===== src/rtl/hs_ifr_word_to_byte_unpacker.sv =====
// Word-to-byte stream down-converter: 32-bit valid/ready words in, bytes out,
// with partial final words, selectable byte order, frame-end and a byte counter.
module hs_ifr_word_to_byte_unpacker #(
    parameter bit BIG_ENDIAN = 1'b0,
    parameter bit CNT_EN     = 1'b1
) (
    input  logic        clk,
    input  logic        rst_n,
    input  logic        s_valid,
    output logic        s_ready,
    input  logic [31:0] s_data,
    input  logic [1:0]  s_bcnt,
    input  logic        s_last,
    output logic        m_valid,
    input  logic        m_ready,
    output logic [7:0]  m_data,
    output logic        m_last,
    input  logic        cnt_clr,
    output logic [31:0] cnt_o,
    output logic        busy
);

    typedef enum logic {StIdle, StShift} state_e;

    state_e      state_q;
    logic [31:0] word_q;
    logic [1:0]  idx_q;
    logic [1:0]  bcnt_q;
    logic        last_q;
    logic        m_valid_q;
    logic [7:0]  m_data_q;
    logic        m_last_q;
    logic [31:0] cnt_q;
    logic [31:0] cnt_d;

    logic        handshake;
    logic        final_byte;
    logic        accept;
    logic [1:0]  idx_nxt;

    // Byte k of a word; in big-endian mode the valid bytes sit at the top.
    function automatic logic [7:0] sel_byte(input logic [31:0] word, input logic [1:0] idx);
        logic [1:0] lane;
        lane = BIG_ENDIAN ? (2'd3 - idx) : idx;
        return word[{lane, 3'b000} +: 8];
    endfunction

    always_comb begin
        handshake  = m_valid_q && m_ready;
        final_byte = (idx_q == bcnt_q);
        idx_nxt    = idx_q + 2'd1;
        // Gated by rst_n so upstream never sees ready while held in reset.
        s_ready    = rst_n && ((state_q == StIdle) || (m_ready && final_byte));
        accept     = s_valid && s_ready;
    end

    always_ff @(posedge clk or negedge rst_n) begin
        if (!rst_n) begin
            state_q   <= StIdle;
            word_q    <= 32'd0;
            idx_q     <= 2'd0;
            bcnt_q    <= 2'd0;
            last_q    <= 1'b0;
            m_valid_q <= 1'b0;
            m_data_q  <= 8'd0;
            m_last_q  <= 1'b0;
        end else begin
            unique case (state_q)
                StIdle: begin
                    if (accept) begin
                        state_q   <= StShift;
                        word_q    <= s_data;
                        idx_q     <= 2'd0;
                        bcnt_q    <= s_bcnt;
                        last_q    <= s_last;
                        m_valid_q <= 1'b1;
                        m_data_q  <= sel_byte(s_data, 2'd0);
                        m_last_q  <= s_last && (s_bcnt == 2'd0);
                    end
                end
                StShift: begin
                    if (handshake) begin
                        if (!final_byte) begin
                            idx_q    <= idx_nxt;
                            m_data_q <= sel_byte(word_q, idx_nxt);
                            m_last_q <= last_q && (idx_nxt == bcnt_q);
                        end else if (accept) begin
                            // Reload in the final-byte cycle to avoid a bubble.
                            word_q    <= s_data;
                            idx_q     <= 2'd0;
                            bcnt_q    <= s_bcnt;
                            last_q    <= s_last;
                            m_data_q  <= sel_byte(s_data, 2'd0);
                            m_last_q  <= s_last && (s_bcnt == 2'd0);
                        end else begin
                            state_q   <= StIdle;
                            m_valid_q <= 1'b0;
                            m_last_q  <= 1'b0;
                        end
                    end
                end
                default: state_q <= StIdle;
            endcase
        end
    end

    always_comb begin
        cnt_d = cnt_q;
        if (!CNT_EN || cnt_clr) begin
            cnt_d = 32'd0;
        end else if (handshake) begin
            cnt_d = cnt_q + 32'd1;
        end
    end

    always_ff @(posedge clk or negedge rst_n) begin
        if (!rst_n) begin
            cnt_q <= 32'd0;
        end else begin
            cnt_q <= cnt_d;
        end
    end

    assign m_valid = m_valid_q;
    assign m_data  = m_data_q;
    assign m_last  = m_last_q;
    assign busy    = m_valid_q;
    assign cnt_o   = cnt_q;

endmodule


===== config.mk =====
export PLATFORM = sky130hd
export DESIGN_NAME = hs_ifr_word_to_byte_unpacker
export DESIGN_NICKNAME = d
export VERILOG_FILES = /design/src/rtl/hs_ifr_word_to_byte_unpacker.sv
export SDC_FILE = /design/constraint.sdc
export NUM_CORES = 1
export LEC_CHECK = 0
export BUFFER_PORTS_ARGS = -buffer_cell sky130_fd_sc_hd__buf_2
export CORE_MARGIN = 2
export CORE_UTILIZATION = 59
export DETAILED_ROUTE_END_ITERATION = 10
export PLACE_DENSITY = 0.81
export SYNTH_ARGS = -nofsm -noshare
export SYNTH_HDL_FRONTEND = slang
export SYNTH_SLANG_ARGS = --single-unit

===== constraint.sdc =====
create_clock -name clk -period 5.7 [get_ports clk]
set_input_delay 0.57 -clock clk [delete_from_list [all_inputs] [get_ports clk]]
set_output_delay 0.57 -clock clk [all_outputs]
set_load 0.01 [all_outputs]

==> results.ini <==
[status]
status = finished with violations
violations = design-rule violations

[die]
die_w_um = 85.8
die-area_um2 = 7370
top_level_ports = 84
initial_core_util_pct = 61.5
rows = 29
core_area_um2 = 6420
dieHeight_um = 85.8

[synthesis]
synth_top_area_share_pct = 50.7
synth_area_um2 = 3950
syn_area_per_cell_um2 = 11.4
post_synth_and_or_nand_nor_area_fraction_pct = 16.1
synth_xor_area_share_pct = 3.10
synth.net_count = 386
netlist_instances = 345
synth_top_family_by_area = simple AND/OR/NAND/NOR gates
yosys.area.top_type = dfrtp_1
synth-seq-area-share_pct = 50.7
synth-seq-cells = 80
yosysUniqueCellTypes = 44
synth-compound-area-share_pct = 11.1
yosys-mux-area-fraction_pct = 15.4
yosys-top-cells-area = dfrtp_1, mux2_1, mux4_2
synth_fa_ha_area_share_pct = 0.317
ys_warn_count = 0

[drt]
drc = 5
ant_nets = 0
vias_per_cell = 6.14
wl_met1_um = 3770
via_count = 3093
dr_wl_met3_um = 478
drt_iter0_drc = 157
highest_layer = met4
firstDrtPassIters = 8
wl_met2_um = 4240
drt_wl_total_um = 8600
wl_per_cell_um = 17.1

[global_routing]
antenna_found_initial = 0
grt_max_degree = 63
grt_overflow_total = 0
grt_pass1_wl_um = 14700
grt.total_usage_pct = 25.3
grt_pass1_vias = 2994

[finish]
multi_input_area_um2 = 1820
antenna-diode-count = 0
syn_to_final_growth_pct = 16.8
layout.area.seq_um2 = 2000
final_common_cell = buf_2
mostFrequentLayoutCells = buf_2, dfrtp_1, mux2_1
drive_gt1_share_pct = 26.7
final_core_util_pct = 71.8
nNetsFinal = 463
fillers = 491

[critical_path]
worstPathRequired_ns = 5.94
path_cells = xor2_1 > o31ai_1 > and2_1 > buf_4 > mux2_1
worstSetupStartpointType = register
crit_family = flip-flops
slowest_delay_ns = 0.76
cp-end-kind = register
path_max_fanout = 36
crit_slowest_cell = dfrtp_1
crit_arrival_ns = 2.76
rrSetupSlack_ns = 3.18
crit_type = register to register
path_buf_inv = 1

[worst_hold_path]
hold_path.class = primary input to asynchronous set/reset pin

[clocking]
clock-sinks = 80
cts_buffers = 9
cts_setup_buffers = 0
cts_resized = 0
holdBufCountCts = 0
insertion_delay_ns = 0.35
h-tree-depth = 3
cts_root_buffer = clkbuf_8
cts_tree = built
clkTransAtPathRegs_ns = 0.08
clockBufferDepth = 2

[power]
finalPower_mw = 1.60
p_per_area_nw_per_um2 = 346
ir_drop_mv = 0.261
p_leak_nw = 2.07

[timing]
maxSlewViolCount = 0
setup_tns_ns = 0
layout_setup_ws_ns = 3.18
max_freq_mhz = 397
skew_ns = 0.00903
setup_violations = 0
relSlewSlack_pct = 48.5
rsz0062_at_grt = false
hold_viol = 0
fin_crit_sh_pct = 44.2
period_needed_ns = 2.52
tightest_slew_ns = 0.773

[placed_design]
pre_cts_slack_ns = 3.17
routabilityCongestion = 0.771
dp_hpwl_um = 5960
portBuffers = 83

[job]
drv_cap = 0

-- per-stage QoR --
step / hold WS, ns / instances / area [µm²]
after global routing: 0.0902 / 504 / 4610
after floorplan: 0.274 / 345 / 3950
final: 0.0841 / 504 / 4610
after CTS: 0.0854 / 504 / 4610
after detailed placement: 0.471 / 488 / 4380
after global placement: 0.463 / 488 / 4380
-- Yosys cell counts, drive strengths merged --
library cell and n:
a221o 5, or3 7, mux4 8, xnor2 7
and3 1, inv 9, nand4 10, and2 5
a21boi 1, nor2b 7, a222oi 3, nor2 14
a21oi 24, nand2b 1, or2 1, o22ai 3
clkbuf 8, ha 1, nand3 9, o41ai 1
and4 4, o21a 1, o21ai 14, o2111ai 1
buf 11, mux2i 1, o211ai 1, xor2 7
dfrtp 80, o31ai 12, nor3b 3, nor4 1
mux2 37, nor3 3, a22o 1, or4 21
nand2 21, a41oi 1
-- cells by family after synthesis --
kind of cell / count (synthesis)
compound gates: 68
simple gates: 108
fa+ha+maj: 1
flops: 80
xor+xnor: 14
buf+inv: 28
mux: 46
-- registers in the layout, indices dropped and copies added, names as in the netlist --
signal and count:
busy 1, state_q 1, bcnt_q 2, cnt_o 32, m_last 1, last_q 1
word_q 32, idx_q 2, m_data 8
-- layer usage --
| layer | vias up | global-route usage, % |
|---|---|---|
| met1 | 1515 | 34.5 |
| li1 | 1459 | - |
| met3 | 11 | 4.52 |
| met2 | 108 | 41.2 |
| met5 | - | 0 |
| met4 | 0 | 9.09 |
-- worst reg2reg max path, cell delays in order (launching register included) --
cell,delay (ns)
dfrtp_1,0.76
xor2_1,0.28
o31ai_1,0.40
and2_1,0.18
buf_4,0.37
mux2_1,0.41
-- worst paths after layout --
path | startpoint | to | cells after the start
max | idx_q[1] | word_q[15] | 5
min | rst_n | bcnt_q[0] | 1
max reg2reg | idx_q[1] | word_q[15] | 5
min reg2reg | word_q[17] | word_q[17] | 1
max in group asynchronous | rst_n | cnt_o[24] | 2
min in group clk | s_data[28] | word_q[28] | 2
-- report_power, final --
group	switching, mW	total [mW]	internal (mW)
clock	0.206	0.478	0.272
combinational	0.123	0.308	0.185
sequential	0.110	0.811	0.701
-- layout make-up --
class | instances | area share [%]
Clock buffer | 12 | 3.36
Clock inverter | 4 | 1.65
Inverter | 9 | 0.733
Multi-Input combinational cell | 237 | 39.4
Sequential cell | 80 | 43.4
Tap cell | 77 | 2.09
Timing Repair Buffer | 85 | 9.39
No activity file was read; power rests on OpenSTA's default activity.
